**src/rtl/cgra_mem_pkg.sv**
```systemverilog
// Shared types and defaults for the CGRA tile data-memory arbiter.
package cgra_mem_pkg;

    // Arbiter sequencing states.
    typedef enum logic [1:0] {
        ST_IDLE  = 2'd0,
        ST_ISSUE = 2'd1,
        ST_WAIT  = 2'd2,
        ST_DONE  = 2'd3
    } arb_state_e;

    localparam int DEF_AW      = 32;
    localparam int DEF_DW      = 32;
    localparam int DEF_TIMEOUT = 64;

    // Bit value replicated across pe_rdata when a read is forced to complete.
    localparam logic DONE_RDATA_ON_TIMEOUT = 1'b0;

endpackage

```
**src/rtl/pe_mem_arbiter_rr_pick.sv**
```systemverilog
// Combinational round-robin picker: the first requester after last_grant, with wrap.
module rr_pick #(
    parameter  int NUM_PE = 4,
    localparam int IW     = $clog2(NUM_PE)
) (
    input  logic [NUM_PE-1:0] req_vec,
    input  logic [IW-1:0]     last_grant,
    output logic              found,
    output logic [IW-1:0]     idx
);

    int cand;

    // Walk the candidates from farthest to nearest so the nearest set bit wins.
    always_comb begin
        found = 1'b0;
        idx   = '0;
        cand  = 0;
        for (int k = NUM_PE; k >= 1; k--) begin
            cand = int'(last_grant) + k;
            if (cand >= NUM_PE) begin
                cand = cand - NUM_PE;
            end
            if (req_vec[IW'(cand)]) begin
                found = 1'b1;
                idx   = IW'(cand);
            end
        end
    end

endmodule

```
**src/rtl/pe_mem_arbiter.sv**
```systemverilog
// Round-robin arbiter sharing one tile data-memory port among NUM_PE processing
// elements. One transaction at a time: IDLE picks, ISSUE presents the request,
// WAIT collects completion, DONE pulses the response back to the granted PE.
//
// Handshakes: a PE holds pe_read/pe_write (with address/data) until it sees its
// one-cycle pe_ack and drops the request on that same edge. Toward memory,
// mem_req and its payload stay stable until the cycle mem_ready is high; the
// request is accepted on that edge. Completion is the first mem_rvalid seen in a
// later cycle (a mem_rvalid coincident with mem_ready is not a completion).
module pe_mem_arbiter
    import cgra_mem_pkg::*;
#(
    parameter  int NUM_PE  = 4,
    parameter  int AW      = DEF_AW,
    parameter  int DW      = DEF_DW,
    parameter  int TIMEOUT = DEF_TIMEOUT,
    localparam int IW      = $clog2(NUM_PE)
) (
    input  logic               clk,
    input  logic               rst_n,
    input  logic [NUM_PE-1:0]  pe_read,
    input  logic [NUM_PE-1:0]  pe_write,
    input  logic [NUM_PE*AW-1:0] pe_addr,
    input  logic [NUM_PE*DW-1:0] pe_wdata,
    output logic [NUM_PE-1:0]  pe_ack,
    output logic [NUM_PE-1:0]  pe_data_ready,
    output logic [DW-1:0]      pe_rdata,
    output logic               mem_req,
    output logic               mem_we,
    output logic [AW-1:0]      mem_addr,
    output logic [DW-1:0]      mem_wdata,
    input  logic               mem_ready,
    input  logic               mem_rvalid,
    input  logic [DW-1:0]      mem_rdata,
    output logic [IW-1:0]      grant_id,
    output logic               busy,
    output logic               err_proto,
    output logic               err_timeout,
    output arb_state_e         dbg_state
);

    localparam int CW = $clog2(TIMEOUT);

    arb_state_e          state_q, state_d;
    logic [NUM_PE-1:0]   req_vec;
    logic                pick_found;
    logic [IW-1:0]       pick_idx;
    logic                grant_now;
    logic                complete;
    logic                timeout_hit;
    logic                cnt_expired;

    logic [IW-1:0]       id_q;
    logic [IW-1:0]       last_grant_q;
    logic [IW-1:0]       grant_id_q;
    logic                we_q;
    logic [AW-1:0]       addr_q;
    logic [DW-1:0]       wdata_q;
    logic [CW-1:0]       cnt_q;
    logic [DW-1:0]       rdata_q;
    logic                err_proto_q;
    logic                err_timeout_q;

    assign req_vec     = pe_read | pe_write;
    assign grant_now   = (state_q == ST_IDLE) && pick_found;
    assign cnt_expired = (cnt_q == CW'(TIMEOUT - 1));

    rr_pick #(
        .NUM_PE (NUM_PE)
    ) u_pick (
        .req_vec    (req_vec),
        .last_grant (last_grant_q),
        .found      (pick_found),
        .idx        (pick_idx)
    );

    // State register.
    always_ff @(posedge clk or negedge rst_n) begin
        if (!rst_n) begin
            state_q <= ST_IDLE;
        end else begin
            state_q <= state_d;
        end
    end

    // Next-state logic; completion wins over timeout in the same WAIT cycle.
    always_comb begin
        state_d     = state_q;
        complete    = 1'b0;
        timeout_hit = 1'b0;
        case (state_q)
            ST_IDLE: begin
                if (pick_found) begin
                    state_d = ST_ISSUE;
                end
            end
            ST_ISSUE: begin
                if (cnt_expired) begin
                    timeout_hit = 1'b1;
                    state_d     = ST_DONE;
                end else if (mem_ready) begin
                    state_d = ST_WAIT;
                end
            end
            ST_WAIT: begin
                if (mem_rvalid) begin
                    complete = 1'b1;
                    state_d  = ST_DONE;
                end else if (cnt_expired) begin
                    timeout_hit = 1'b1;
                    state_d     = ST_DONE;
                end
            end
            ST_DONE: begin
                state_d = ST_IDLE;
            end
            default: begin
                state_d = ST_IDLE;
            end
        endcase
    end

    // Latch the winning PE's transaction when it is granted.
    always_ff @(posedge clk or negedge rst_n) begin
        if (!rst_n) begin
            id_q       <= '0;
            grant_id_q <= '0;
            we_q       <= 1'b0;
            addr_q     <= '0;
            wdata_q    <= '0;
        end else if (grant_now) begin
            id_q       <= pick_idx;
            grant_id_q <= pick_idx;
            we_q       <= pe_write[pick_idx];
            addr_q     <= pe_addr[int'(pick_idx)*AW +: AW];
            wdata_q    <= pe_wdata[int'(pick_idx)*DW +: DW];
        end
    end

    // Round-robin pointer advances only when a transaction finishes.
    always_ff @(posedge clk or negedge rst_n) begin
        if (!rst_n) begin
            last_grant_q <= IW'(NUM_PE - 1);
        end else if (state_q == ST_DONE) begin
            last_grant_q <= id_q;
        end
    end

    // Timeout counter: restarts on entry to ISSUE, runs through ISSUE and WAIT.
    always_ff @(posedge clk or negedge rst_n) begin
        if (!rst_n) begin
            cnt_q <= '0;
        end else if (grant_now) begin
            cnt_q <= '0;
        end else if ((state_q == ST_ISSUE) || (state_q == ST_WAIT)) begin
            cnt_q <= cnt_q + 1'b1;
        end
    end

    // Read data register: holds until the next read finishes (forced or not).
    always_ff @(posedge clk or negedge rst_n) begin
        if (!rst_n) begin
            rdata_q <= '0;
        end else if (complete && !we_q) begin
            rdata_q <= mem_rdata;
        end else if (timeout_hit && !we_q) begin
            rdata_q <= {DW{DONE_RDATA_ON_TIMEOUT}};
        end
    end

    // Sticky error flags.
    always_ff @(posedge clk or negedge rst_n) begin
        if (!rst_n) begin
            err_proto_q   <= 1'b0;
            err_timeout_q <= 1'b0;
        end else begin
            if (grant_now && pe_read[pick_idx] && pe_write[pick_idx]) begin
                err_proto_q <= 1'b1;
            end
            if (timeout_hit) begin
                err_timeout_q <= 1'b1;
            end
        end
    end

    // Response pulses to the granted PE during DONE.
    always_comb begin
        pe_ack        = '0;
        pe_data_ready = '0;
        if (state_q == ST_DONE) begin
            pe_ack[id_q]        = 1'b1;
            pe_data_ready[id_q] = !we_q;
        end
    end

    assign mem_req     = (state_q == ST_ISSUE);
    assign mem_we      = we_q;
    assign mem_addr    = addr_q;
    assign mem_wdata   = wdata_q;
    assign pe_rdata    = rdata_q;
    assign grant_id    = grant_id_q;
    assign busy        = (state_q != ST_IDLE);
    assign err_proto   = err_proto_q;
    assign err_timeout = err_timeout_q;
    assign dbg_state   = state_q;

endmodule

```
**config.mk**
```make
export PLATFORM = sky130hd
export DESIGN_NAME = pe_mem_arbiter
export DESIGN_NICKNAME = d
export VERILOG_FILES = /design/src/rtl/cgra_mem_pkg.sv /design/src/rtl/pe_mem_arbiter_rr_pick.sv /design/src/rtl/pe_mem_arbiter.sv
export SDC_FILE = /design/constraint.sdc
export NUM_CORES = 1
export LEC_CHECK = 0
export ABC_CLOCK_PERIOD_IN_PS = 2150
export BUFFER_PORTS_ARGS = -buffer_cell sky130_fd_sc_hd__buf_2
export CAP_MARGIN = 20
export CORE_AREA = 10 10 151 153
export CTS_CLUSTER_DIAMETER = 30
export DETAILED_ROUTE_END_ITERATION = 16
export DIE_AREA = 0 0 161 163
export PLACE_DENSITY = 0.81
export SLEW_MARGIN = 25
export SYNTH_ARGS = -nofsm -noshare
export SYNTH_HDL_FRONTEND = slang
export SYNTH_SLANG_ARGS = --single-unit
```
**constraint.sdc**
```tcl
create_clock -name clk -period 2.15 [get_ports clk]
set_clock_uncertainty 0.1 [all_clocks]
set_input_delay 0.3225 -clock clk [delete_from_list [all_inputs] [get_ports clk]]
set_output_delay 0.3225 -clock clk [all_outputs]
set_load 0.03 [all_outputs]
```
* After elaboration in Yosys (flattened, before gate mapping)
Index checks and enable logic that the tools add are counted. Widths: inputs -> output; s select.
Operators by class: $add $sub $neg 9, multipliers 0, divide/modulo/power cells 0, magnitude comparators 11, eq/ne operators 7, shift operators 2, mux-type cells 47, bitwise operators 2, reduce and logical (&&, ||, !) cells 13
Operators by type and width (count):
- $shiftx 128x8->32 | 2
- $mux 32 | 2
- $mux 2 | 13
- $mux 1 | 19
- $lt 2x4->1 const B | 4
- $bmux 1 s2 | 6
- $mux 6 | 2
- $ge 3x3->1 const B | 3
- $mux 4 | 2
- $pmux 2 s4 | 1
- $sub 2x1->2 const B | 4
- $add 2x2->3 const B | 2
- $add 6x1->6 const B | 1
- $eq 6x6->1 const B | 1
- $logic_and 1x1->1 | 6
- $lt 2x3->1 const B | 2
- $reduce_bool 2->1 | 3
- $add 2x3->4 const B | 1
- $and 4x4->4 | 1
- $eq 2x2->1 const B | 2
- $ge 4x3->1 const B | 1
- $or 4x4->4 | 1
- $add 2x1->3 const B | 1
- $ne 3x1->1 const B | 1
- other kinds (10) | 10
Storage, ports and cells: register bits after elaboration 111, latch bits 0, RAM bits 0, memory bits (read-only) 0, bits of input ports 300, output and inout bits 113, word-level logic and storage cells 101, memories kept 0

* Longest topological paths before layout
Gate-level depths: netlist (run 1).
word-level depth 14, depth in mapped cells 9, mapped depth without buffers 7

* Hierarchy
Synthesis (run 1) repeated with hierarchy kept, for this count alone.
Unflattened totals: cells, all modules 526, area total of the unflattened synthesis 6047.0 um^2
By module, submodules not included:
- pe_mem_arbiter | times used 1, cells each 512, area an instance 5955.7 um^2, seq. area each 2780.2 um^2
- rr_pick | times used 1, cells each 14, area an instance 91.3 um^2, seq. area each 0.0 um^2

* Worst setup path before layout (run 1)
No wires, ideal clock.
path kind flip-flop to flip-flop, start register state_q[0], in the netlist dbg_state[0], end register rdata_q[0], in the netlist pe_rdata[0], library setup time 0.121 ns, arrival time 2.238 ns, required time 1.929 ns, path slack -0.309 ns, stages on the path, launching flop included 10, buffers on the path 2, clock period less this slack 2.459 ns, cells stage by stage dfrtp_1 inv_1 ha_1 clkbuf_1 inv_1 nor3_1 nand2_1 a21o_1 buf_1 a22o_1
Between the ends: word-level cells in the longest chain between the ends 4, elaborated cells between the ends (all ways) 8, those cells by class eq/ne: 2; mux: 3; reduce/logical: 3
Ends and longest elaborated chain:
- from (decl) | RTL line pe_mem_arbiter.sv:44 | arb_state_e state_q, state_d;
- from (signal assigned) | RTL line pe_mem_arbiter.sv:82 | state_q <= state_d;
- $eq 2x2->1 / $eq 2x1->1 (equally long branches) | RTL line pe_mem_arbiter.sv:91 | case (state_q)
- $pmux 1 s2 / $mux 1 (equally long branches) | RTL line pe_mem_arbiter.sv:91
- $logic_and 1x1->1 (on tied branches) | RTL line pe_mem_arbiter.sv:166, pe_mem_arbiter.sv:164
- $reduce_bool 2->1 (no source line) / $mux 32 (equally long branches)
- to (signal assigned) | RTL line pe_mem_arbiter.sv:165 | rdata_q <= mem_rdata;
- to (signal assigned) | RTL line pe_mem_arbiter.sv:167 | rdata_q <= {DW{DONE_RDATA_ON_TIMEOUT}};
- to (decl) | RTL line pe_mem_arbiter.sv:60 | logic [DW-1:0] rdata_q;
Several ways; a longest one is shown, not always the timed one. A chain may end at the register's enable or synchronous reset.

* Worst setup path after layout (run 1)
start register last_grant_q[0], end register addr_q[28], in the netlist mem_addr[28]
Between the ends: word-level cells in the longest chain between the ends 11, elaborated cells between the ends (all ways) 38, those cells by class add/sub: 8; order compare: 4; shift: 1; mux: 24; reduce/logical: 1
Ends and longest elaborated chain:
- from (decl) | RTL line pe_mem_arbiter.sv:54 | logic [IW-1:0] last_grant_q;
- from (signal assigned) | RTL line pe_mem_arbiter.sv:143 | last_grant_q <= IW'(NUM_PE - 1);
- from (signal assigned) | RTL line pe_mem_arbiter.sv:145 | last_grant_q <= id_q;
- $add 2x3->4 | RTL line pe_mem_arbiter_rr_pick.sv:20 | cand = int'(last_grant) + k;
- $ge 4x3->1 / $sub 2x1->2 (equally long branches) | RTL line pe_mem_arbiter_rr_pick.sv:21, pe_mem_arbiter_rr_pick.sv:22
- $mux 2 | RTL line pe_mem_arbiter_rr_pick.sv:21 | if (cand >= NUM_PE) begin
- $bmux 1 s2 | RTL line pe_mem_arbiter_rr_pick.sv:24 | if (req_vec[IW'(cand)]) begin
- $mux 1 (not written as such) (2 in series) | RTL line pe_mem_arbiter_rr_pick.sv:24
- $mux 2 / $mux 1 (equally long branches) (4 in series) | RTL line pe_mem_arbiter_rr_pick.sv:24
- $shiftx 128x8->32 / $logic_and 1x1->1 (equally long branches) | RTL line pe_mem_arbiter.sv:135, pe_mem_arbiter.sv:65
- to (signal assigned) | RTL line pe_mem_arbiter.sv:135 | addr_q <= pe_addr[int'(pick_idx)*AW +: AW];
- to (decl) | RTL line pe_mem_arbiter.sv:57 | logic [AW-1:0] addr_q;
Several ways; a longest one is shown, not always the timed one. The select of a mux whose other input is x is not followed.

==> results of run 1 <==
worst reg2reg max path, delay by kind of cell, from the launching register on:
| family | cells | cell delay, ns |
|---|---|---|
| AND/OR/NAND/NOR | 1 | 0.22 |
| AO/OA/AOI/OAI | 3 | 0.49 |
| multiplexers | 1 | 0.22 |
| flip-flops | 1 | 0.53 |
| buffers and inverters | 2 | 0.38 |
metrics by stage:
stage / area (um2) / utilization [%]
2_1_floorplan: 7561 / -
3_3_place_gp: 10580 / 53.14
3_5_place_dp: 10580 / 53.14
4_1_cts: 10890 / 54.69
5_1_grt: 10940 / 54.95
6_report: 10940 / 54.96
cell usage in the layout, fill, tap and decap left out, drive strengths merged, types with 4 or more instances in the layout:
cell / netlist / routed
buf: 42 / 503
inv: 135 / 139
mux2i: 130 / 130
a211oi: 128 / 128
dfrtp: 109 / 109
nand2: 79 / 79
o211ai: 64 / 64
a22o: 32 / 32
nor2: 22 / 22
o21ai: 10 / 10
clkbuf: 36 / 9
ha: 6 / 6
a21oi: 5 / 5
nor3: 4 / 4
layer usage:
layer	share of wire (%)	global-route usage [%]	routed length (um)	up-vias
li1	-	-	-	3847
met2	48	35.19	14350	420
met1	40	25.41	11930	3842
met3	8.8	6.395	2630	56
met4	3.2	7.775	969	0
met5	0	0	0	-
worst max-delay path by stage:
| stage | from | to | slack [ns] |
|---|---|---|---|
| after floorplan | dbg_state[0] | pe_rdata[10] | 0.02 |
| after global placement | pe_read[0] | mem_wdata[1] | -0.11 |
| after detailed placement | pe_read[0] | mem_wdata[24] | -0.16 |
| after CTS | last_grant_q[0] | mem_addr[27] | 0.06 |
| after global routing | last_grant_q[0] | mem_addr[8] | -0.02 |
| final | last_grant_q[0] | mem_addr[28] | 0.08 |
timing repair:
item / in CTS / in global routing
pin swaps: 0 / 0
endpoints found under the setup margin: 4 / 13
hold endpoints to repair: 24 / 0
resized for setup: 2 / 11
hold buffers: 1 / 0
cell families (layout without fill, tap and decap cells):
logic type | after synthesis | after routing | synth area share [%]
other | 0 | 2 | 0
buffers and inverters | 213 | 655 | 12.21
adders and majority gates | 6 | 6 | 0.9952
xor gates and xnor gates | 5 | 5 | 0.5806
AOI/OAI and AO/OA | 253 | 253 | 25.39
and+or+nand+nor | 119 | 119 | 6.568
muxes | 131 | 131 | 17.40
DFF | 111 | 111 | 36.86
area by class of cell:
type | count | area share [%]
multi-input combinational | 514 | 36.05
tap | 270 | 3.087
timing repair buffer | 504 | 28.09
clock inverter | 7 | 0.6060
inverter | 135 | 4.631
clock buffer | 9 | 2.058
sequential | 111 | 25.43
antenna | 2 | 0.04574
flip-flops by register name, indices dropped and copies added (netlist names):
signal,flops
grant_id,2
mem_we,1
last_grant_q,2
dbg_state,2
mem_wdata,32
cnt_q,6
mem_addr,32
err_timeout,1
pe_rdata,32
err_proto,1
power by group through the flow:
stage          sequential [uW]  clock, uW  combinational (uW)
2_1_floorplan             5470          0                5290
3_3_place_gp              3710          0               10900
6_report                  3720       1680               11100
4_1_cts                   3710       1720               11100
5_1_grt                   3820       1820               11900
3_5_place_dp              3730          0               11100
==> run summary, run 1 <==
run status: completed
ANT nets after route: 0
gr usage total: 21.18%
Worst EP required: 2.26 ns
Relative slew margins: 73.94%
worst slew pin tran: 0.3909 ns
Mapped Area: 7543 um2
worst r2r src: last_grant_q[0]
power consumption: 16530 uW
Max Clk Rate: 484.0 MHz
die height: 163 um
first-pass GRT wire length: 45.37 mm
IO Pins: 413
die area: 26240 um2
dpl cells: 1533
DR iter-0 viols: 494
Buffers on Ports: 412
setup TNS: 0 ns
share of the synthesized area in the top cell type: 36.16%
RSZ-0062 raised after global routing: yes
number of global-route vias before repair: 8511
hold endpoint: pe_rdata[29]
number of synthesized flops with an enable pin: 0
Seq pwr share: 22.5%
clk_lat worst skew: 0.35 ns
Seq cells post-synth: 111
Slowest-stage cell, CP: dfstp_2
Int Pwr: 8474 uW
Sink Count: 111
clock-pin slew on the worst setup and hold paths: 0.09 ns
period utilisation layout: 96.10%
leading area contributor after synthesis: dfrtp_1
worst setup margin: 0.08383 ns
DRC violations left: 0
Storage cell area: 2783 um2
async set-reset flop share out of synthesis: 100.0%
Logic pwr share: 67.3%
TritonCTS clock tree: done
Post-Place Setup Slack: -0.1645 ns
area occupied by multi-input gates: 3945 um2
Detail Placement HPWL: 24.58 mm
number of placement rows: 52
Seq/Total Area, Yosys: 36.86%
largest net degree at the start of global routing: 44
WL/cell: 19.26 um
share of layout cells above drive strength 1: 42.89%
CTS buffer count: 9
number of max-cap violations: 0
Crit Path Category: flip-flop to flip-flop
1st-pass router iterations: 5
Root Buffer Master: clkbuf_16
reg2reg end: mem_addr[28]
Final Slew Violations: 0
Pleak: 0.005999 uW
Final Hold Fails: 0
Sw Share: 48.72%
initial antenna violation count: 1
Placer Congestion: 0.9618
Main synth FF type: dfrtp_1
Buffers & Inverters on Critical Path: 2
P_sw: 8052 uW
FF-to-FF path depth: 7
Worst path max stage delay: 0.53 ns
setup violators final: 0
syn avg cell area: 9.002 um2
synthesized instance count: 838
Syn Nets: 1144
post-CTS setup buffers: 0
fillers: 1752
top cells by area, synth: dfrtp_1, mux2i_1, a211oi_1
CP max FO: 24
Stages on worst setup path: 7
Hold Path Depth: 2
min-delay src: mem_rdata[29]
die width: 161 um
hold_ws: 0.09139 ns
final non-filler cell total: 1552
H-tree lvl count: 3
CP top delay family: flip-flops
r2r setup slk: 0.08 ns
fin nets: 1581
most common cell in the netlist: inv_1
startpoint types: flip-flop
post-layout min period: 2.066 ns
core footprint: 19910 um2
Worst setup EP type: flip-flop
Layout area overhead: 45.07%
unique cell type count in the Yosys netlist: 43
top post-synthesis cells by count: inv_1, mux2i_1, a211oi_1
HP Class: input port to flip-flop
Clock Path Buffers: 2
Cell Pwr Density: 1510 nW/um2
routed via count: 8165
drt via density: 5.261
Routed Wire Length: 29.89 mm
part of the power in the clock network: 10.1%
grt ovf: 0
worst path arrival time: 2.18 ns
Max VDD drop: 0.0008126 V
synth warn: 0
Starting Density: 37.89%
worst-path cell chain: o21ba_2, nor3_2, o21a_4, buf_12, buf_4, mux2i_1, o211ai_1
(Power assumes the default switching activity.)
==> inputs of run 2 (changes only) <==
--- a/config.mk
+++ b/config.mk
@@ -5,14 +5,15 @@
 export SDC_FILE = /design/constraint.sdc
 export NUM_CORES = 1
 export LEC_CHECK = 0
-export ABC_CLOCK_PERIOD_IN_PS = 2150
+export ABC_CLOCK_PERIOD_IN_PS = 2480
 export BUFFER_PORTS_ARGS = -buffer_cell sky130_fd_sc_hd__buf_2
-export CAP_MARGIN = 20
-export CORE_AREA = 10 10 151 153
+export CAP_MARGIN = 25
+export CORE_AREA = 10 10 154 156
 export CTS_CLUSTER_DIAMETER = 30
 export DETAILED_ROUTE_END_ITERATION = 16
-export DIE_AREA = 0 0 161 163
-export PLACE_DENSITY = 0.81
+export DIE_AREA = 0 0 164 166
+export PLACE_DENSITY = 0.76
+export SETUP_SLACK_MARGIN = 0.3
 export SLEW_MARGIN = 25
 export SYNTH_ARGS = -nofsm -noshare
 export SYNTH_HDL_FRONTEND = slang
==> constraint.sdc (replaced) <==
create_clock -name clk -period 2.48 [get_ports clk]
set_clock_uncertainty 0.1 [all_clocks]
set_input_delay 0.372 -clock clk [delete_from_list [all_inputs] [get_ports clk]]
set_output_delay 0.372 -clock clk [all_outputs]
set_load 0.03 [all_outputs]
==> run summary, run 2 (synthesized netlist as in run 1, its figures left out) <==
min-delay src: mem_rdata[5]
Sink Count: 111 (unchanged)
number of max-cap violations: 0 (unchanged)
die area: 27220 um2 (+3.7%)
post-layout min period: 2.114 ns (+0.04738 ns)
commonest non-fill, non-tap cell in the layout: buf_2
Clock Path Buffers: 2 (unchanged)
fillers: 1903 (+8.6%)
drt via density: 5.219 (-0.79%)
number of placement rows: 53 (+1.9%)
setup TNS: 0 ns (unchanged)
initial antenna violation count: 5 (+4)
HP Class: input port to flip-flop
startpoint types: flip-flop
Root Buffer Master: clkbuf_16
die width: 164 um (+1.9%)
DR iter-0 viols: 479 (-3.0%)
IO Pins: 413 (unchanged)
Max VDD drop: 0.0007603 V (-6.4%)
grt ovf: 0 (unchanged)
CP top delay family: compound AO/OA/AOI/OAI gates
Layout area overhead: 40.92%
Buffers on Ports: 412 (unchanged)
Worst path max stage delay: 0.54 ns (about the same)
Cell Pwr Density: 1317 nW/um2 (-13%)
Crit Path Category: flip-flop to flip-flop
Worst setup EP type: flip-flop
worst slew pin tran: 0.5806 ns (+0.1897 ns)
run status: completed
Placer Congestion: 0.9008 (-6.3%)
Final Hold Fails: 0 (unchanged)
routed via count: 7881 (-3.5%)
DRC violations left: 0 (unchanged)
most frequent cells in the layout: buf_2, inv_1, mux2i_1
Max Clk Rate: 473.1 MHz (-2.2%)
TritonCTS clock tree: done
gr usage total: 20.37% (-0.81 points)
worst-path cell chain: o21ba_4, a21oi_4, o21a_4, bufbuf_16, buf_4, mux2i_1, o211ai_1
dpl cells: 1481 (-3.4%)
period utilisation layout: 85.22% (-11 points)
Routed Wire Length: 29.57 mm (-1.1%)
RSZ-0062 raised after global routing: yes
Relative slew margins: 61.29% (-13 points)
die height: 166 um (+1.8%)
Pleak: 0.005818 uW (-3.0%)
CTS buffer count: 9 (unchanged)
Hold Path Depth: 2 (unchanged)
final non-filler cell total: 1510 (-2.7%)
worst path arrival time: 2.24 ns (+0.06 ns)
share of layout cells above drive strength 1: 39.92% (-3.0 points)
design area: 10630 um2 (-2.9%)
first-pass GRT wire length: 44.58 mm (-1.7%)
largest net degree at the start of global routing: 89 (+100%)
ANT nets after route: 0 (unchanged)
FF-to-FF path depth: 7 (unchanged)
Slowest-stage cell, CP: dfstp_2
1st-pass router iterations: 5 (unchanged)
clock-pin slew on the worst setup and hold paths: 0.08 ns (about the same)
worst r2r src: last_grant_q[0]
Starting Density: 36.46% (-1.4 points)
hold endpoint: pe_rdata[5]
H-tree lvl count: 3 (unchanged)
Detail Placement HPWL: 22.88 mm (-6.9%)
Worst EP required: 2.60 ns (+0.34 ns)
reg2reg end: mem_addr[0]
CP max FO: 6 (-75%)
r2r setup slk: 0.37 ns (+0.28 ns)
dpl cell area: 10090 um2 (-4.6%)
fin nets: 1531 (-3.2%)
Final Slew Violations: 0 (unchanged)
worst setup path startpoint: last_grant_q[0]
fin util: 51.38% (-3.6 points)
Buffers & Inverters on Critical Path: 2 (unchanged)
setup violators final: 0 (unchanged)
hold_ws: 0.1388 ns (+0.04741 ns)
number of global-route vias before repair: 8003 (-6.0%)
clk_lat worst skew: 0.35 ns (about the same)
WL/cell: 19.58 um (+1.7%)
core footprint: 20690 um2 (+3.9%)
-- run 2: changes by cell type in the layout (fill, tap and decap cells not counted), moves of 3 or more --
cell / change
a211oi_1: +5
a211oi_2: -5
buf_12: -4
buf_4: -51
diode_2: +3
mux2i_1: +3
mux2i_2: -3
-- run 2: metal layers --
layer  GRT usage (%)  up-vias  share of wire [%]
met3           5.330       46                9.0
li1                -     3752                  -
met5               0        -                  0
met1           24.16     3681                 39
met4           8.045        0                2.6
met2           34.16      402                 49
-- run 2: timing repair --
action	in CTS	in global routing
setup buffers	4	0
gates resized for setup	5	15
cloned	2	1
setup endpoints to repair	65	63
hold buffers	1	0
pin swaps	1	1
hold endpoints to repair	37	0
-- run 2: how the worst max path moves through the flow --
stage,endpoint,cells after the start
5_1_grt,mem_wdata[31],7
3_5_place_dp,mem_addr[11],8
3_3_place_gp,mem_wdata[23],7
4_1_cts,pe_data_ready[2],4
6_report,mem_addr[0],7
2_1_floorplan,pe_rdata[10],9
-- run 2: worst reg2reg max path, cell delays in order (launching register included) --
cell,delay (ns)
dfstp_2,0.54
o21ba_4,0.18
a21oi_4,0.19
o21a_4,0.25
bufbuf_16,0.30
buf_4,0.10
mux2i_1,0.23
o211ai_1,0.10
-- run 2: where the power goes --
group          leakage (uW)  total [uW]  switching (uW)  internal, uW
Combinational       0.00430        9300            5620          3670
Sequential          0.00138        3240             544          2690
Clock              0.000144        1470             760           708
-- run 2: final cells by class --
| cell class | instances | area (um2) | share of cell area, % |
|---|---|---|---|
| Multi-Input combinational cell | 514 | 3950 | 37.16 |
| Sequential cell | 111 | 2783 | 26.18 |
| Timing Repair Buffer | 454 | 2746 | 25.84 |
| Inverter | 135 | 506.7 | 4.767 |
| Tap cell | 275 | 344.1 | 3.237 |
| Clock buffer | 9 | 225.2 | 2.119 |
| Clock inverter | 7 | 62.56 | 0.5885 |
| Antenna cell | 5 | 12.51 | 0.1177 |
-- run 2: per-stage QoR --
stage	worst slack, ns	power, uW
after floorplan	0.2709	9326
after global placement	0.1303	12020
after detailed placement	0.04889	12190
after CTS	0.3100	13980
after global routing	0.2609	14910
final	0.3664	14000
==> inputs of run 3 (changes only) <==
--- a/config.mk
+++ b/config.mk
@@ -6,7 +6,7 @@
 export NUM_CORES = 1
 export LEC_CHECK = 0
 export ABC_CLOCK_PERIOD_IN_PS = 2480
-export BUFFER_PORTS_ARGS = -buffer_cell sky130_fd_sc_hd__buf_2
+export BUFFER_PORTS_ARGS = -buffer_cell sky130_fd_sc_hd__buf_4
 export CAP_MARGIN = 25
 export CORE_AREA = 10 10 154 156
 export CTS_CLUSTER_DIAMETER = 30
==> run summary, run 3 (synthesized netlist as in run 1, its figures left out) <==
largest net degree at the start of global routing: 88 (-1.1%)
gr usage total: 21.27% (+0.90 points)
fin nets: 1538 (+0.46%)
Slowest-stage cell, CP: dfstp_2
number of max-cap violations: 0 (unchanged)
commonest non-fill, non-tap cell in the layout: buf_4
reg2reg end: mem_wdata[0]
run status: completed
Final Slew Violations: 0 (unchanged)
die height: 166 um (unchanged)
Setup crit end: mem_wdata[0]
startpoint types: flip-flop
die area: 27220 um2 (unchanged)
first-pass GRT wire length: 46.33 mm (+3.9%)
Routed Wire Length: 31.32 mm (+5.9%)
Pleak: 0.006155 uW (+5.8%)
period utilisation layout: 85.58% (+0.36 points)
CP max FO: 36 (+30)
FF-to-FF path depth: 7 (unchanged)
Sink Count: 111 (unchanged)
HP Class: input port to flip-flop
TritonCTS clock tree: done
Root Buffer Master: clkbuf_16
setup violators final: 0 (unchanged)
fillers: 1826 (-4.0%)
routed via count: 7892 (+0.14%)
Buffers & Inverters on Critical Path: 2 (unchanged)
r2r setup slk: 0.36 ns (about the same)
Placer Congestion: 0.9124 (+1.3%)
Max Clk Rate: 471.2 MHz (-0.42%)
initial antenna violation count: 1 (-4)
worst r2r src: last_grant_q[0]
share of layout cells above drive strength 1: 40.34% (+0.42 points)
ANT nets after route: 0 (unchanged)
Clock Path Buffers: 2 (unchanged)
grt ovf: 0 (unchanged)
WL/cell: 20.70 um (+5.7%)
1st-pass router iterations: 5 (unchanged)
Stages on worst setup path: 7 (unchanged)
area occupied by multi-input gates: 3953 um2 (about the same)
IO Pins: 413 (unchanged)
post-layout min period: 2.122 ns (+0.008873 ns)
CTS buffer count: 9 (unchanged)
Relative slew margins: 68.28% (+7.0 points)
clk_lat worst skew: 0.35 ns (about the same)
Worst EP required: 2.61 ns (about the same)
worst-path cell chain: o21ba_4, a32oi_4, buf_4, buf_12, a211oi_1, mux2i_1, o211ai_1
worst setup path startpoint: last_grant_q[0]
hold_ws: 0.1366 ns (-0.002172 ns)
CP top delay family: compound AO/OA/AOI/OAI gates
Max VDD drop: 0.0005052 V (-34%)
Crit Path Category: flip-flop to flip-flop
RSZ-0062 raised after global routing: yes
H-tree lvl count: 3 (unchanged)
most frequent cells in the layout: buf_4, inv_1, mux2i_1, a211oi_1, dfrtp_1
worst slew pin tran: 0.4758 ns (-0.1049 ns)
worst path arrival time: 2.25 ns (about the same)
drt via density: 5.216 (about the same)
Hold Path Depth: 2 (unchanged)
Storage cell area: 2783 um2 (unchanged)
core footprint: 20690 um2 (unchanged)
clock-pin slew on the worst setup and hold paths: 0.08 ns (about the same)
Detail Placement HPWL: 24.03 mm (+5.0%)
Buffers on Ports: 412 (unchanged)
die width: 164 um (unchanged)
number of placement rows: 53 (unchanged)
DR iter-0 viols: 466 (-2.7%)
Worst setup EP type: flip-flop
DRC violations left: 0 (unchanged)
Worst path max stage delay: 0.59 ns (+0.05 ns)
Layout area overhead: 54.59%
Final Hold Fails: 0 (unchanged)
Cell Pwr Density: 1271 nW/um2 (-3.5%)
number of global-route vias before repair: 8299 (+3.7%)
setup TNS: 0 ns (unchanged)
Starting Density: 36.46% (unchanged)
run 3: cell types whose count changed in the layout (fill, tap and decap cells not counted), moves of 2 or more:
cell / previous run / this run
buf_12: 21 / 17
buf_2: 410 / 0
buf_4: 15 / 436
clkbuf_16: 10 / 12
clkinv_4: 2 / 0
diode_2: 5 / 1
run 3: worst min path at each step:
| stage | from | to | slack (ns) |
|---|---|---|---|
| global placement | rst_n | pe_rdata[1] | 0.26 |
| CTS | mem_rdata[18] | pe_rdata[18] | 0.12 |
| floorplan | rst_n | cnt_q[0] | -0.02 |
| finish | mem_rdata[18] | pe_rdata[18] | 0.14 |
| detailed placement | rst_n | pe_rdata[1] | 0.26 |
| global route | mem_rdata[19] | pe_rdata[19] | 0.12 |
run 3: worst register-to-register path, stage by stage (launching register included):
cell	delay [ns]
dfstp_2	0.59
o21ba_4	0.20
a32oi_4	0.23
buf_4	0.21
buf_12	0.21
a211oi_1	0.17
mux2i_1	0.18
o211ai_1	0.11
run 3: cell type report:
cell class              instances  share of cell area, %
multi-input cells             514                  33.89
repair buffers                461                  32.32
flip-flops and latches        111                  23.86
inverters                     135                  4.345
well taps                     275                  2.951
clock buffers                   9                  1.931
clock inverters                 7                 0.6760
diodes                          1                0.02146
run 3: stage by stage:
stage / std cells / utilization, % / instance area [um2] / power, uW / worst slack, ns
after floorplan: 838 / - / 7553 / 9326 / 0.2709
after global routing: 1513 / 56.36 / 11660 / 15690 / 0.2809
after detailed placement: 1482 / 53.62 / 11090 / 12800 / 0.07599
after global placement: 1482 / 53.62 / 11090 / 12630 / 0.1461
after CTS: 1503 / 55.48 / 11480 / 14560 / 0.2777
final: 1513 / 56.36 / 11660 / 14820 / 0.3576
run 3: power by group:
part / internal, uW / switching [uW]
clock: 801 / 748
combinational: 4240 / 5750
sequential: 2690 / 589
run 3: timing repair:
action / in CTS / in global routing
hold endpoints to repair: 34 / 0
resized for setup: 4 / 13
setup buffers: 3 / 6
cloned: 1 / 3
endpoints found under the setup margin: 66 / 98
hold buffers: 1 / 0
pin swaps: 0 / 4
run 3: layer usage:
metal	track usage, %	wire length [um]
met1	24.24	12290
met2	36.16	15370
met3	6.396	2797
met4	8.550	864
met5	0	0
